File: src/rtl/mips_pkg.sv
// Shared MIPS run-control definitions: FSM state codes, host command codes
// and the default HALT opcode.
package mips_pkg;

    typedef enum logic [2:0] {
        ST_IDLE  = 3'd0,
        ST_RUN   = 3'd1,
        ST_STEP  = 3'd2,
        ST_DRAIN = 3'd3,
        ST_DONE  = 3'd4
    } run_state_e;

    typedef enum logic [1:0] {
        CMD_CLEAR = 2'b00,
        CMD_RUN   = 2'b01,
        CMD_STEP  = 2'b10,
        CMD_STOP  = 2'b11
    } run_cmd_e;

    localparam int unsigned NB_HALT_OPCODE = 6;
    localparam logic [NB_HALT_OPCODE-1:0] HALT_OPCODE_DEFAULT = 6'b111111;

endpackage

File: src/rtl/sat_counter.sv
// Saturating up-counter with synchronous clear (clear wins over increment).
// Ports: i_clock, i_reset (async, active-high), i_clr, i_inc, o_count.
module sat_counter #(
    parameter int unsigned NB_COUNT = 32
) (
    input  logic                i_clock,
    input  logic                i_reset,
    input  logic                i_clr,
    input  logic                i_inc,
    output logic [NB_COUNT-1:0] o_count
);

    always_ff @(posedge i_clock or posedge i_reset) begin
        if (i_reset) begin
            o_count <= '0;
        end else if (i_clr) begin
            o_count <= '0;
        end else if (i_inc && (o_count != '1)) begin
            o_count <= o_count + NB_COUNT'(1);
        end
    end

endmodule

File: src/rtl/pipeline_run_ctrl.sv
// Run-control for the MIPS pipeline: turns host CLEAR/RUN/STEP/STOP commands
// into the registered pipeline valid, counts executed cycles, drains the pipe
// after a HALT fetch and flags cycle-limit timeouts.
// Ports: i_clock, i_reset (async, active-high), i_cmd_valid, i_cmd,
//        i_cycle_limit (0 = unlimited), i_instr (IF stage instruction),
//        o_valid, o_state, o_cycle_count, o_done, o_timeout.
// Optional: RUN_CTRL_BREAKPOINT_EN adds i_pc, i_bp_addr, i_bp_en; a PC match
//        while running pauses to IDLE.
module pipeline_run_ctrl
    import mips_pkg::*;
#(
    parameter int unsigned NB_INSTR     = 32,
    parameter int unsigned NB_OPCODE    = 6,
    parameter int unsigned NB_CYCLE_CNT = 32,
    parameter int unsigned PIPE_DEPTH   = 5,
    parameter logic [NB_OPCODE-1:0] HALT_OPCODE = NB_OPCODE'(HALT_OPCODE_DEFAULT)
) (
    input  logic                    i_clock,
    input  logic                    i_reset,
    input  logic                    i_cmd_valid,
    input  logic [1:0]              i_cmd,
    input  logic [NB_CYCLE_CNT-1:0] i_cycle_limit,
    input  logic [NB_INSTR-1:0]     i_instr,
`ifdef RUN_CTRL_BREAKPOINT_EN
    input  logic [NB_INSTR-1:0]     i_pc,
    input  logic [NB_INSTR-1:0]     i_bp_addr,
    input  logic                    i_bp_en,
`endif
    output logic                    o_valid,
    output logic [2:0]              o_state,
    output logic [NB_CYCLE_CNT-1:0] o_cycle_count,
    output logic                    o_done,
    output logic                    o_timeout
);

    localparam int unsigned NB_DRAIN  = (PIPE_DEPTH > 1) ? $clog2(PIPE_DEPTH) : 1;
    localparam int unsigned NB_CMP    = NB_CYCLE_CNT + 1;
    localparam logic [NB_DRAIN-1:0] DRAIN_LOAD = NB_DRAIN'(PIPE_DEPTH - 1);

    run_state_e           state_q, state_d;
    logic [NB_DRAIN-1:0]  drain_q, drain_d;
    logic                 valid_d, done_d, timeout_d;
    logic                 cnt_clr;
    logic                 halt_fetch;
    logic                 limit_hit;
    logic                 bp_hit;
    logic                 unused_instr;

    assign unused_instr = ^i_instr[NB_INSTR-NB_OPCODE-1:0];

    assign halt_fetch = o_valid && (i_instr[NB_INSTR-1 -: NB_OPCODE] == HALT_OPCODE);

    // Widened compare so count+1 cannot wrap at the saturation point.
    assign limit_hit = (i_cycle_limit != '0) &&
                       ((NB_CMP'(o_cycle_count) + NB_CMP'(1)) >= NB_CMP'(i_cycle_limit));

`ifdef RUN_CTRL_BREAKPOINT_EN
    // Armed only after one RUN cycle, so resuming from the breakpoint PC moves on.
    logic bp_armed_q;

    always_ff @(posedge i_clock or posedge i_reset) begin
        if (i_reset) begin
            bp_armed_q <= 1'b0;
        end else begin
            bp_armed_q <= (state_q == ST_RUN);
        end
    end

    assign bp_hit = i_bp_en && bp_armed_q && o_valid && (i_pc == i_bp_addr);
`else
    assign bp_hit = 1'b0;
`endif

    // State and registered outputs.
    always_ff @(posedge i_clock or posedge i_reset) begin
        if (i_reset) begin
            state_q   <= ST_IDLE;
            drain_q   <= '0;
            o_valid   <= 1'b0;
            o_done    <= 1'b0;
            o_timeout <= 1'b0;
        end else begin
            state_q   <= state_d;
            drain_q   <= drain_d;
            o_valid   <= valid_d;
            o_done    <= done_d;
            o_timeout <= timeout_d;
        end
    end

    // Next-state logic; RUN priority is HALT > limit > breakpoint > STOP.
    always_comb begin
        state_d   = state_q;
        drain_d   = drain_q;
        timeout_d = o_timeout;
        cnt_clr   = 1'b0;
        unique case (state_q)
            ST_IDLE: begin
                if (i_cmd_valid) begin
                    case (run_cmd_e'(i_cmd))
                        CMD_RUN:   state_d = ST_RUN;
                        CMD_STEP:  state_d = ST_STEP;
                        CMD_CLEAR: begin
                            cnt_clr   = 1'b1;
                            timeout_d = 1'b0;
                        end
                        default:   state_d = ST_IDLE;
                    endcase
                end
            end
            ST_RUN: begin
                if (halt_fetch) begin
                    state_d = ST_DRAIN;
                    drain_d = DRAIN_LOAD;
                end else if (limit_hit) begin
                    state_d   = ST_DONE;
                    timeout_d = 1'b1;
                end else if (bp_hit) begin
                    state_d = ST_IDLE;
                end else if (i_cmd_valid && (run_cmd_e'(i_cmd) == CMD_STOP)) begin
                    state_d = ST_IDLE;
                end
            end
            ST_STEP: begin
                if (halt_fetch) begin
                    state_d = ST_DRAIN;
                    drain_d = DRAIN_LOAD;
                end else begin
                    state_d = ST_IDLE;
                end
            end
            ST_DRAIN: begin
                if (drain_q == '0) begin
                    state_d = ST_DONE;
                end else begin
                    drain_d = drain_q - NB_DRAIN'(1);
                end
            end
            ST_DONE: begin
                if (i_cmd_valid && (run_cmd_e'(i_cmd) == CMD_CLEAR)) begin
                    state_d   = ST_IDLE;
                    cnt_clr   = 1'b1;
                    timeout_d = 1'b0;
                end
            end
            default: state_d = ST_IDLE;
        endcase
        valid_d = (state_d == ST_RUN) || (state_d == ST_STEP) || (state_d == ST_DRAIN);
        done_d  = (state_d == ST_DONE);
    end

    assign o_state = state_q;

    // Counts every edge at which the pipeline was enabled.
    sat_counter #(
        .NB_COUNT (NB_CYCLE_CNT)
    ) u_cycle_cnt (
        .i_clock (i_clock),
        .i_reset (i_reset),
        .i_clr   (cnt_clr),
        .i_inc   (o_valid),
        .o_count (o_cycle_count)
    );

endmodule

File: config.mk
export PLATFORM = sky130hd
export DESIGN_NAME = pipeline_run_ctrl
export DESIGN_NICKNAME = d
export VERILOG_FILES = /design/src/rtl/mips_pkg.sv /design/src/rtl/sat_counter.sv /design/src/rtl/pipeline_run_ctrl.sv
export SDC_FILE = /design/constraint.sdc
export NUM_CORES = 1
export LEC_CHECK = 0
export CORE_ASPECT_RATIO = 1.25
export CORE_UTILIZATION = 35
export DETAILED_ROUTE_END_ITERATION = 8
export PLACE_DENSITY = 0.68
export SLEW_MARGIN = 15
export SYNTH_ARGS = -nofsm -noshare
export SYNTH_HDL_FRONTEND = slang
export SYNTH_SLANG_ARGS = --single-unit
File: constraint.sdc
create_clock -name i_clock -period 4.6 [get_ports i_clock]
set_input_delay 0.46 -clock i_clock [delete_from_list [all_inputs] [get_ports i_clock]]
set_output_delay 0.46 -clock i_clock [all_outputs]
set_load 0.01 [all_outputs]
==> metrics, run 1 <==
hpwl dp 6960 µm; Cells after DPL 608; vias in the first global route 3386; initial drt markers 146; library cells used by synthesis 44; CTS resizes 0; die span in x 89.5 µm; # port buffers 80; Seq pwr share 0.348; Ports 107; worst relative slew slack 0.274; #FFs+latches synth 41; Die Ht 111 µm; final hold vios 0; asr flop ratio synth 1.00; Final Slew Violations 0; largest family of logic cells by synthesized area simple AND/OR/NAND/NOR gates; gpl congestion 0.881; root buffer cell clkbuf_16; Die Footprint 9960 µm²; min cycle time layout 4.15 ns; Leak Pwr 2.05 nW; Post-synth top flop dfrtp_1; post-CTS repair timing setup buffer count 0; Synth Area in Adders 0.131; gr ovfl total 0; Worst Setup End Kind flip-flop; WL final 9150 µm; status complete, no violations; Max Buffers Root-to-Sink 2; multiplexer area fraction after synthesis 0; H-tree depth 2; drt via density 5.21; Post-synth EDFFs 0; worst IR drop on VDD 0.000206 V; Layout Skew 0.00916 ns; Least-Margin Pin Slew 1.08 ns; Synth Area in Compound Gates 0.103; Post-Route Utilization 0.484; Max Clk Rate 0.241 GHz; Tightest Hold Check Type flip-flop to flip-flop; WL per Instance 14.9 µm; Synth warnings 0; core area 9220 µm²; cts hold-fix bufs 0; syn avg cell area 8.12 µm²; Synth Area in Simple Gates 0.249; top post-synthesis cells by area dfrtp_1, ha_1, xor2_1, nor2_1, xnor2_1; total power 0.00140 W; Antenna Nets Post-Route 0; via count 3208; CTS clk-pin slew, worst paths 0.07 ns; register area share after synthesis 0.307; max capacitance violation total 0; syn nets 516; CP Max Fanout 6; period utilization 0.903; first-pass GRT wire length 15400 µm; Synth Instances 412; switch share 0.326; synthesized area 3350 µm²; RSZ-0062 raised after global routing false; startpoint types flip-flop; setup TNS 0 ns; final net count 596; fraction of layout cells with a size suffix above 1 0.0426; post-route cell area 4470 µm²; Antenna diodes 0; Worst Path Class, Setup flip-flop to flip-flop; worst-skew pair later-pin latency 0.29 ns; Final Instance Count excl. Fillers 616; XOR/XNOR Fraction of Synth Area 0.147; row count 39; Clock power frac 0.332; Area Overhead vs Synth 33.5%; leading area contributor after synthesis dfrtp_1; Starting Density 0.363; Comb power frac 0.320; GR Util All Layers 0.196; initial antenna violation count 0; worst endpoint data arrival time 4.36 ns; Placement Cell Area 4280 µm²; Required @ worst endpoint 4.80 ns; CTS tree yes; largest net degree at the start of global routing 42; Synth top area share 0.307; pwr/cell area 314 nW/µm²; Finish-stage setup viols 0; Pint 0.000944 W; Remaining DRCs 0; sw power 0.000457 W; First-pass DRT Iterations 5; clk sinks 41; Inserted Clock Buffers 5
==> power by group through the flow <==
stage / clock network, W / registers (W) / logic (W)
floorplan: 0 / 0.000495 / 0.000246
global placement: 0 / 0.000490 / 0.000432
detailed placement: 0 / 0.000492 / 0.000446
CTS: 0.000467 / 0.000487 / 0.000450
global route: 0.000484 / 0.000497 / 0.000499
finish: 0.000465 / 0.000487 / 0.000448
==> routing by layer <==
metal / part of all wire / track usage
met1: 0.42 / 0.235
met2: 0.52 / 0.342
met3: 0.044 / 0.0357
met4: 0.018 / 0.0720
met5: 0 / 0
==> Yosys cell counts, drive strengths merged (2+ instances only) <==
cell    instances
nor2           51
nand2          44
dfrtp          41
inv            40
xor2           36
ha             35
nand4          21
o21ai          20
xnor2          20
a21oi          18
nand3          16
nor3           10
nor4           10
clkbuf          7
or3             7
buf             5
a211oi          3
and3            3
o221ai          3
a32oi           2
nand2b          2
nand3b          2
o21a            2
or2             2
==> final timing paths <==
kind | endpoint | startpoint | cells past startpoint | slack (ns)
worst max-delay path | o_valid$_DFF_PP0_ | u_cycle_cnt.o_count[0]$_DFFE_PP0P_ | 14 | 0.45
worst min-delay path | drain_q[2]$_DFFE_PP0P_ | drain_q[2]$_DFFE_PP0P_ | 1 | 0.48
worst min register to register | drain_q[2]$_DFFE_PP0P_ | drain_q[2]$_DFFE_PP0P_ | 1 | 0.48
max in group asynchronous | u_cycle_cnt.o_count[24]$_DFFE_PP0P_ | i_reset | 3 | 3.61
worst max register to register | o_valid$_DFF_PP0_ | u_cycle_cnt.o_count[0]$_DFFE_PP0P_ | 14 | 0.45
min in group asynchronous | u_cycle_cnt.o_count[6]$_DFFE_PP0P_ | i_reset | 3 | 0.61
==> flip-flops by register name, indices dropped and copies added (netlist names) <==
name / count
drain_q: 3
o_valid: 1
u_cycle_cnt.o_count: 32
o_done: 1
o_state: 3
o_timeout: 1
==> layout by cell type, fill, tap and decap left out, types with 2 or more instances in the layout <==
cell              n
nor3_2            2
clkbuf_16         5
clkdlybuf4s50_1  80
and3_1            3
a21oi_1          18
nand2_1          44
o21ai_0          19
a211oi_1          3
a32oi_1           2
buf_4             5
nor2_1           51
nand3_1          16
or3_1             6
nor3_1            8
dfrtp_1          41
nand4_1          20
bufinv_16         2
nand2b_1          2
inv_1            40
nand3b_1          2
nor4_1           10
o221ai_1          3
xor2_1           36
xnor2_1          20
ha_1             35
==> critical path, stage by stage, from the launching register on <==
cell	delay, ns
dfrtp_1	0.45
ha_1	0.24
nand3_1	0.24
or2_2	0.43
nor4_1	0.45
nand3_1	0.20
xnor2_1	0.17
ha_1	0.32
a21oi_1	0.13
o21ai_0	0.10
a21oi_1	0.23
o221ai_1	0.21
a211oi_1	0.46
o21ai_0	0.22
a32oi_1	0.24
==> cell type report <==
class | instances | area (µm²)
timing repair buffer | 85 | 838
clock buffer | 5 | 125
tap | 123 | 154
multi-input combinational | 319 | 2110
fill | 876 | 4750
inverter | 40 | 150
sequential | 41 | 1030
clock inverter | 3 | 65.1
==> through the flow <==
| step | hold WS, ns | setup WS [ns] |
|---|---|---|
| after floorplan | 0.437 | 1.02 |
| after global placement | 0.456 | 0.617 |
| after detailed placement | 0.471 | 0.583 |
| after CTS | 0.488 | 0.470 |
| after global routing | 0.513 | 0.0987 |
| final | 0.481 | 0.448 |
==> cells by family after synthesis <==
kind of cell               Yosys count
AOI/OAI and AO/OA                   56
DFF                                 41
and+or+nand+nor                    172
buffers and inverters               52
adders and majority gates           35
xor gates and xnor gates            56
(Power assumes the default switching activity.)
==> inputs of run 2 (changes only) <==
--- a/config.mk
+++ b/config.mk
@@ -6,9 +6,9 @@
 export NUM_CORES = 1
 export LEC_CHECK = 0
 export CORE_ASPECT_RATIO = 1.25
-export CORE_UTILIZATION = 35
+export CORE_UTILIZATION = 47
 export DETAILED_ROUTE_END_ITERATION = 8
-export PLACE_DENSITY = 0.68
+export PLACE_DENSITY = 0.86
 export SLEW_MARGIN = 15
 export SYNTH_ARGS = -nofsm -noshare
 export SYNTH_HDL_FRONTEND = slang
==> run 2 against run 1 <==
Sequential power fell by 0.8%. Power fell by 12%. Hold slack improved by 0.0081 ns. Maximum frequency rose by 0.70%. Worst setup slack improved by 0.029 ns. Critical path type unchanged. Critical endpoint unchanged.
==> metrics, run 2 (synthesis results as in run 1) <==
die span in x 77.5 µm; First-pass DRT Iterations 4; multi-input logic area 2110 µm²; status complete, no violations; hpwl dp 6510 µm; largest net degree at the start of global routing 42; Least-Margin Pin Slew 0.536 ns; GR Util All Layers 0.236; initial drt markers 146; Post-Route Utilization 0.628; Worst Setup End Kind flip-flop; Remaining DRCs 0; leading cell type in the layout, fill and taps excluded clkdlybuf4s50_1; Antenna Nets Post-Route 0; worst-skew pair later-pin latency 0.29 ns; worst endpoint data arrival time 4.34 ns; max capacitance violation total 0; startpoint types flip-flop; RSZ-0062 raised after global routing false; final hold vios 0; Max Clk Rate 0.243 GHz; drt via density 5.54; Antenna diodes 0; CTS resizes 0; Tightest Hold Check Type flip-flop to flip-flop; period utilization 0.896; min cycle time layout 4.12 ns; Area Overhead vs Synth 30.1%; Inserted Clock Buffers 5; vias in the first global route 3084; core area 6930 µm²; Leak Pwr 2.01 nW; setup TNS 0 ns; Die Ht 96.3 µm; WL per Instance 14.5 µm; Worst Path Class, Setup flip-flop to flip-flop; Starting Density 0.482; fraction of layout cells with a size suffix above 1 0.0427; final worst slack 0.476 ns; sequential cell area 1030 µm²; worst relative slew slack 0.640; worst IR drop on VDD 0.000301 V; initial antenna violation count 0; Fillers 573; gpl congestion 0.936; most frequent cells in the layout clkdlybuf4s50_1, nor2_1, nand2_1; Most flops, register u_cycle_cnt.o_count; Finish-stage setup viols 0; WL final 8430 µm; pwr/cell area 284 nW/µm²; CP Max Fanout 6; Max Buffers Root-to-Sink 2; via count 3226; Required @ worst endpoint 4.82 ns; Final Slew Violations 0; gr ovfl total 0; clk sinks 41; Die Footprint 7460 µm²; worst slack at placement 0.592 ns; number of flip-flops under the largest register name 32; cts hold-fix bufs 0; CTS tree yes; Ports 107; H-tree depth 2; final net count 595; CTS clk-pin slew, worst paths 0.09 ns; post-CTS repair timing setup buffer count 0; # port buffers 80; row count 34; Layout Skew 0.00613 ns; root buffer cell clkbuf_8; first-pass GRT wire length 13900 µm
[run 2: worst max-delay path: stages, from the launching register on]
cell      delay (ns)
dfrtp_1         0.45
ha_1            0.24
nand3_1         0.23
or3_1           0.42
or4_1           0.57
nor2_1          0.22
xnor2_1         0.14
ha_1            0.26
a211oi_1        0.28
nor2_1          0.08
o21bai_1        0.16
o211ai_1        0.11
a211oi_1        0.44
o21ai_0         0.21
a32oi_1         0.22
[run 2: cell type report]
cell class,instances,share of cell area
clock buffer,6,0.0190
clock inverter,2,0.00862
inverter,40,0.0345
multi-input combinational,319,0.486
sequential,41,0.236
tap,90,0.0259
timing repair buffer,84,0.191
[run 2: metal layers]
layer,GRT usage,share of wire,up-vias
met5,0,0,-
met4,0.113,0.033,0
met3,0.0436,0.059,23
met2,0.423,0.50,109
met1,0.273,0.40,1524
li1,-,-,1570
[run 2: power by group]
part / internal (W) / leakage [nW] / total [W] / switching, W
clock network: 0.000177 / 0.0574 / 0.000312 / 0.000136
registers: 0.000414 / 0.552 / 0.000483 / 0.0000688
logic: 0.000219 / 1.40 / 0.000442 / 0.000224
total: 0.000810 / 2.01 / 0.00124 / 0.000428
[run 2: worst paths after layout]
path,endpoint,startpoint,cells after the start,slack [ns]
max,o_valid$_DFF_PP0_,u_cycle_cnt.o_count[0]$_DFFE_PP0P_,14,0.48
min,drain_q[2]$_DFFE_PP0P_,drain_q[2]$_DFFE_PP0P_,1,0.49
max reg2reg,o_valid$_DFF_PP0_,u_cycle_cnt.o_count[0]$_DFFE_PP0P_,14,0.48
min reg2reg,drain_q[2]$_DFFE_PP0P_,drain_q[2]$_DFFE_PP0P_,1,0.49
max in group asynchronous,u_cycle_cnt.o_count[8]$_DFFE_PP0P_,i_reset,3,3.64
min in group asynchronous,o_done$_DFF_PP0_,i_reset,3,0.60
[run 2: stage by stage]
step	power (W)	area, µm²	std cells	hold WS [ns]
final	0.00124	4350	582	0.489
after global routing	0.00132	4350	582	0.502
after CTS	0.00124	4350	582	0.493
after detailed placement	0.000928	4230	574	0.477
after global placement	0.000912	4230	574	0.455
after floorplan	0.000742	3350	412	0.437
